<file path="src/rtl/bcd_pkg.sv">
// rtl/bcd_pkg.sv - shared FSM encodings and helpers for the BCD-to-binary converter
package bcd_pkg;

    localparam logic [2:0] IDLE  = 3'b000;
    localparam logic [2:0] INIT  = 3'b001;
    localparam logic [2:0] SHIFT = 3'b011;
    localparam logic [2:0] CHECK = 3'b010;
    localparam logic [2:0] FIN   = 3'b110;

    localparam int BCD_BIN_W = 14;
    localparam int CNT_W     = $clog2(BCD_BIN_W + 1);

    function automatic logic bcd_digit_valid(input logic [3:0] nibble);
        return nibble <= 4'd9;
    endfunction

endpackage

</file>
<file path="src/rtl/bcd_digit_sub3.sv">
// rtl/bcd_digit_sub3.sv - per-digit correction step of reverse double-dabble
module bcd_digit_sub3 (
    input  logic [3:0] d_i,
    output logic [3:0] d_o
);

    // After a right shift a digit >= 8 carried in a half-ten; remove it.
    assign d_o = (d_i >= 4'd8) ? d_i - 4'd3 : d_i;

endmodule

</file>
<file path="src/rtl/bcd_to_binary.sv">
// rtl/bcd_to_binary.sv - sequential packed-BCD to binary converter (shift right, correct digits)
module bcd_to_binary
    import bcd_pkg::*;
#(
    parameter int DIGITS = 4,
    parameter int BIN_W  = 14
) (
    input  logic                  CLK,
    input  logic                  RST,
    input  logic                  START,
    input  logic [4*DIGITS-1:0]   BCDIN,
    output logic [BIN_W-1:0]      BINOUT,
    output logic                  BUSY,
    output logic                  DONE,
    output logic                  ERR
);

    localparam int SR_W = 4*DIGITS + BIN_W;
    localparam int CW   = $clog2(BIN_W + 1);

    logic [2:0]          state_q, state_d;
    logic [SR_W-1:0]     sr_q, sr_d;
    logic [CW-1:0]       cnt_q, cnt_d;
    logic [BIN_W-1:0]    binout_q, binout_d;
    logic                done_q, done_d;
    logic                err_q, err_d;
    logic [4*DIGITS-1:0] corr;
    logic                any_bad;

    for (genvar g = 0; g < DIGITS; g++) begin : g_digit
        bcd_digit_sub3 u_sub3 (
            .d_i (sr_q[BIN_W + 4*g +: 4]),
            .d_o (corr[4*g +: 4])
        );
    end

    always_comb begin
        any_bad = 1'b0;
        for (int i = 0; i < DIGITS; i++) begin
            if (!bcd_digit_valid(BCDIN[4*i +: 4])) any_bad = 1'b1;
        end
    end

    always_comb begin
        state_d  = state_q;
        sr_d     = sr_q;
        cnt_d    = cnt_q;
        binout_d = binout_q;
        done_d   = done_q;
        err_d    = err_q;
        case (state_q)
            IDLE: begin
                done_d = 1'b0;
                if (START) state_d = INIT;
            end
            INIT: begin
                sr_d  = {BCDIN, {BIN_W{1'b0}}};
                cnt_d = '0;
                if (any_bad) begin
                    err_d   = 1'b1;
                    state_d = FIN;
                end else begin
                    err_d   = 1'b0;
                    state_d = SHIFT;
                end
            end
            SHIFT: begin
                sr_d    = sr_q >> 1;
                cnt_d   = cnt_q + 1'b1;
                state_d = CHECK;
            end
            CHECK: begin
                sr_d    = {corr, sr_q[BIN_W-1:0]};
                state_d = (cnt_q == CW'(BIN_W)) ? FIN : SHIFT;
            end
            FIN: begin
                if (!err_q) binout_d = sr_q[BIN_W-1:0];
                done_d  = 1'b1;
                state_d = IDLE;
            end
            default: state_d = IDLE;
        endcase
    end

    always_ff @(posedge CLK or negedge RST) begin
        if (!RST) begin
            state_q  <= IDLE;
            sr_q     <= '0;
            cnt_q    <= '0;
            binout_q <= '0;
            done_q   <= 1'b0;
            err_q    <= 1'b0;
        end else begin
            state_q  <= state_d;
            sr_q     <= sr_d;
            cnt_q    <= cnt_d;
            binout_q <= binout_d;
            done_q   <= done_d;
            err_q    <= err_d;
        end
    end

    assign BINOUT = binout_q;
    assign BUSY   = (state_q != IDLE);
    assign DONE   = done_q;
    assign ERR    = err_q;

    // A valid input has been fully drained out of the digit field by the last correction.
    a_bcd_drained: assert property (@(posedge CLK) disable iff (!RST)
        (state_q == FIN && !err_q) |-> (sr_q[SR_W-1:BIN_W] == '0));

endmodule
</file>
<file path="config.mk">
export PLATFORM = sky130hd
export DESIGN_NAME = bcd_to_binary
export DESIGN_NICKNAME = d
export VERILOG_FILES = /design/src/rtl/bcd_pkg.sv /design/src/rtl/bcd_digit_sub3.sv /design/src/rtl/bcd_to_binary.sv
export SDC_FILE = /design/constraint.sdc
export NUM_CORES = 1
export LEC_CHECK = 0
export CORE_MARGIN = 10
export CORE_UTILIZATION = 59
export CTS_CLUSTER_DIAMETER = 80
export DETAILED_ROUTE_END_ITERATION = 7
export HOLD_SLACK_MARGIN = 0.15
export PLACE_DENSITY = 0.85
export REMOVE_ABC_BUFFERS = 1
export SETUP_SLACK_MARGIN = 0.15
export SKIP_LAST_GASP = 1
export SLEW_MARGIN = 20
export SYNTH_ARGS = -nofsm -noshare
export SYNTH_HDL_FRONTEND = slang
export SYNTH_SLANG_ARGS = --single-unit
</file>
<file path="constraint.sdc">
create_clock -name CLK -period 2.7 [get_ports CLK]
set_input_delay 0.405 -clock CLK [delete_from_list [all_inputs] [get_ports CLK]]
set_output_delay 0.405 -clock CLK [all_outputs]
set_load 0.05 [all_outputs]
</file>
After elaboration in Yosys (flattened, before gate mapping)
Index checks and enable logic that the tools add are counted.

storage, ports and cells
  bits in registers = 53
  bits in latches = 0
  memory bits (writable) = 0
  bits in read-only memories = 0
  bits of input ports = 19
  output and inout bits = 17
  logic and storage cells = 62
  memories = 0

cells by class
  add/subtract/negate cells = 5
  $mul = 0
  divide/modulo/power cells = 0
  magnitude comparators = 8
  equality and inequality tests = 10
  shifts and indexed selects = 0
  mux-type cells = 16
  bitwise gates (word level) = 2
  reduce and logical (&&, ||, !) cells = 11

operators by type and width
  kind                                                                    count
  30-bit one-hot mux with 3 select lines                                  1
  4-bit greater-or-equal comparator (second input constant)               4
  4-bit less-or-equal comparator (second input constant)                  4
  4-bit 2-to-1 mux                                                        4
  4-bit by 2-bit subtractor with 4-bit output (second input constant)     4
  3-bit one-hot mux with 4 select lines                                   1
  2-bit AND reduction                                                     6
  3-bit 2-to-1 mux                                                        3
  2-bit by 1-bit != test with 1-bit output (second input constant)        4
  4-bit one-hot mux with 2 select lines                                   1
  3-bit by 2-bit equality test with 1-bit output (second input constant)  2
  3-bit nonzero test                                                      2
  1-bit 2-to-1 mux                                                        5
  4-bit by 1-bit adder with 4-bit output (second input constant)          1
  4-bit equality test (second input constant)                             1
  2-bit nonzero test                                                      2
  3-bit by 1-bit equality test with 1-bit output (second input constant)  1
  3-bit equality test (second input constant)                             1
  3-bit logical NOT                                                       1
  2-bit != test (second input constant)                                   1
  1-bit inverter                                                          2
  1-bit one-hot mux with 2 select lines                                   1

Longest topological paths before layout
  depth after elaboration = 7
  gate-level depth with buffers = 7
  depth with buffers taken out = 6

Cells and area by module
A second synthesis with hierarchy kept.

second synthesis, totals
  cells, all modules = 276
  area, all modules = 2829.0 um^2

modules (own cells, without submodules)
  module          times used  cells each  area an instance (um^2)  sequential area each (um^2)
  bcd_to_binary   1           232         2523.7                   1326.3
  bcd_digit_sub3  4           11          76.3                     0.0

Least setup slack after synthesis
No wires, ideal clock.

  path kind = reg-to-output
  start point = reg state_q[0]
  end point = out BUSY
  data arrival time = 1.264 ns
  data required time = 2.295 ns
  setup slack = 1.031 ns
  stages on the path, launching flop included = 4
  buffers on the path = 2
  cells stage by stage = dfrtp_1 buf_4 clkbuf_1 or3_1

on the way
  word-level cells in the longest chain between the ends = 1

RTL lines
  item                    RTL line              RTL
  start, declared         bcd_to_binary.sv:21   logic [2:0] state_q, state_d;
  start signal, assigned  bcd_to_binary.sv:94   state_q <= state_d;
  3-bit nonzero test      bcd_to_binary.sv:104  assign BUSY = (state_q != IDLE);
  end, declared           bcd_to_binary.sv:13   output logic BUSY,

No other way between the ends.

Final worst setup path
  start point = reg err_q (netlist: ERR)
  end point = out ERR

RTL lines
  item                    RTL line             RTL
  start, declared         bcd_to_binary.sv:26  logic err_q, err_d;
  start signal, assigned  bcd_to_binary.sv:99  err_q <= err_d;
  end, declared           bcd_to_binary.sv:15  output logic ERR

No word-level cell between the ends.

==> results by group <==
Status
  • Outcome: completed

Floorplanning
  • Die W: 87.90 um
  • Die area: 0.007726 sq mm
  • Initial Util: 61.62%
  • Rows: 24
  • DIE HEIGHT: 87.90 um
  • Total core area: 0.004414 sq mm
  • I/O pin total: 36

Final layout
  • Final instance area: 0.003187 sq mm
  • Layout cells sized above 1: 12.30%
  • Antenna diode count: 0
  • Most frequent cells in the layout: dfrtp_1, nand2_1, clkdlybuf4s50_1, o21ai_0, nand3_1
  • Non-Filler Instances: roughly 370
  • Fillers: ~330
  • Area growth syn-to-layout: 17.16%
  • Storage cell area: 0.001326 sq mm
  • Commonest non-fill, non-tap cell in the layout: dfrtp_1
  • Multi-input logic area: 0.001245 sq mm
  • Final #Nets: 345

Clock network
  • CTS tree: yes
  • Clock transition at the registers of the reported paths: 0.09 ns
  • Post-CTS setup buffers: 0
  • CTS H-tree lvls: 2
  • Clk buf depth: 2
  • Root buffer cell: clkbuf_8
  • CTS Buf Count: 5
  • # hold bufs at CTS: 0
  • Clock Sink Count: 53
  • Post_cts resized: 0
  • Clk Latency, worst-skew pair: 0.31 ns

Power and ir drop
  • Pleak: approximately 1.5 nW
  • Worst vdd ir: 0.6874 mV
  • Clk pwr share: a little under an eighth
  • Switching power: around 1.8 mW
  • Power density cells: 1238 mW/mm^2
  • Comb power frac: 52.7%
  • Sequential Power Share: 35.5%
  • Internal: 2.136 mW
  • Sw Share: 45.86%
  • Final Total Pwr: 3.946 mW

Critical path
  • Worst setup EP type: primary output
  • Critical Path AT: 1.60 ns
  • Kind of critical path: register to primary output
  • Data required, critical path: 2.30 ns
  • Largest stage delay, worst path: between 0.8 and 0.9 ns
  • Crit path max fanout: 3
  • Slowest CP cell: clkdlybuf4s50_1
  • Buf+Inv Stages, Crit Path: 1
  • Critical path, cell by cell: clkdlybuf4s50_1
  • Startpoint Class: register
  • Crit-path leading delay family: buffers and inverters

Global route
  • First-pass GRT wire length: 9556 um
  • Vias in the first global route: 2,042
  • Grt total ovfl: 0
  • Initial antenna violation count: 0
  • Tot GR Track Use: 15.21%
  • Largest net degree at the start of global routing: 54

Synth
  • Cell area after synthesis: 0.002720 sq mm
  • Seq/Total Area, Yosys: 48.76%
  • Synth Warn #: 0
  • Top_reg_cell synth: dfrtp_1
  • EDFF count, synth: 0
  • Async SR Flop Fraction: 100.0%
  • Syn Area/Cell: 9.544 sq um
  • Netlist cell types: 36
  • Syn Inst Count: 285
  • Register bit total from synthesis: 53

Route
  • Remaining DRCs: 0
  • Post-Route WL: 5749 um
  • Remaining antenna violation count: 0
  • Number of DRC markers in iteration 0: around 140
  • Routed length per instance: 15.58 um
  • Total number of vias: 2,190
  • DR vias/cell: 5.935
  • TritonRoute pass-1 iters: 4

Timing
  • Unrepaired setup endpoints after global routing: no
  • # setup viols final: 0
  • Fin Hold WS: 0.1903 ns
  • Final Cycle Share: 74.41%
  • Setup TNS: 0 ns
  • Max-slew violation count: 0
  • FMAX: 0.4978 GHz
  • Worst slew pin tran: approximately 0.66 ns
  • Max transition margin: 56.14%
  • Fin Clk Skew: 0.01113 ns
  • Post-layout minimum cycle time: approximately 2 ns
  • Fin. Hold Viols: 0

Run
  • Number of max-cap violations: 0

Placement
  • Cells after DPL: 361
  • GPL Wtd Cong: 0.8301
  • Dpl hpwl: 4151 um
  • Placed cell area: 0.003092 sq mm
  • Port Buffer Count: 35

Hold path
  • Hold WC Path Type: input port to async pin
## cells by family (layout without fill, tap and decap cells)
logic type / after synthesis / after routing / synth area share [%]
AO/OA/AOI/OAI: 75 / 75 / 17.48
AND/OR/NAND/NOR: 96 / 96 / 16.01
multiplexers: 19 / 19 / 7.682
adder cells (fa/ha/maj): 10 / 10 / 4.600
buffers and inverters: 32 / 64 / 5.473
flip-flops: 53 / 53 / 48.76
## layer usage
| metal | vias up | routed length (um) | GRT usage (%) |
|---|---|---|---|
| li1 | 1052 | - | - |
| met1 | 1065 | 2577 | 19.88 |
| met2 | 63 | 2704 | 23.81 |
| met3 | 10 | 381 | 4.085 |
| met4 | 0 | 86 | 5.217 |
| met5 | - | 0 | 0 |
## per-stage QoR
step	worst slack, ns	util (%)
2_1_floorplan	0.2983	-
3_3_place_gp	0.9457	70.04
3_5_place_dp	0.8968	70.04
4_1_cts	0.6781	72.19
5_1_grt	0.6410	72.19
6_report	0.6910	72.19
## layout make-up
type	count	area share, %
clock inverters	3	0.8245
clock buffers	5	2.159
flip-flops and latches	53	41.62
multi-input cells	200	39.07
well taps	52	2.042
repair buffers	44	12.88
inverters	12	1.413
## registers in the layout (all words and copies together) (netlist names)
register / cells
state_q: 3
BINOUT: 14
DONE: 1
cnt_q: 4
sr_q: 30
ERR: 1
## cells in the mapped netlist, types with 4 or more instances
cell type / count / area [sq um]
inv_1: 11 / 41.29
o21ai_0: 30 / 150.1
ha_1: 10 / 125.1
nor3_1: 5 / 25.02
nand2_1: 51 / 191.4
clkbuf_1: 6 / 22.52
o211ai_1: 8 / 60.06
mux2_2: 15 / 168.9
buf_2: 11 / 55.05
nor2b_1: 4 / 25.02
a21oi_1: 13 / 65.06
mux2i_1: 4 / 40.04
nand3_1: 16 / 80.08
dfrtp_1: 53 / 1326
nor2_1: 12 / 45.04
## power groups by stage
stage	Combinational [mW]	Sequential, mW	Clock [mW]
floorplan	1.17	1.66	0
global placement	1.98	1.40	0
detailed placement	2.07	1.41	0
CTS	2.08	1.39	0.479
global route	2.32	1.45	0.506
finish	2.08	1.40	0.466
## worst paths after layout
check	to	from	slack, ns	depth (start not counted)
worst max register to register	cnt_q[3]	state_q[2]	0.89	5
worst min-delay path	sr_q[27]	RST	0.19	2
min in group CLK	sr_q[0]	sr_q[0]	0.48	2
worst min register to register	sr_q[0]	sr_q[0]	0.48	2
worst max-delay path	ERR	ERR	0.69	1
max in group asynchronous	sr_q[29]	RST	2.07	2
No activity file was read; power rests on OpenSTA's default activity.
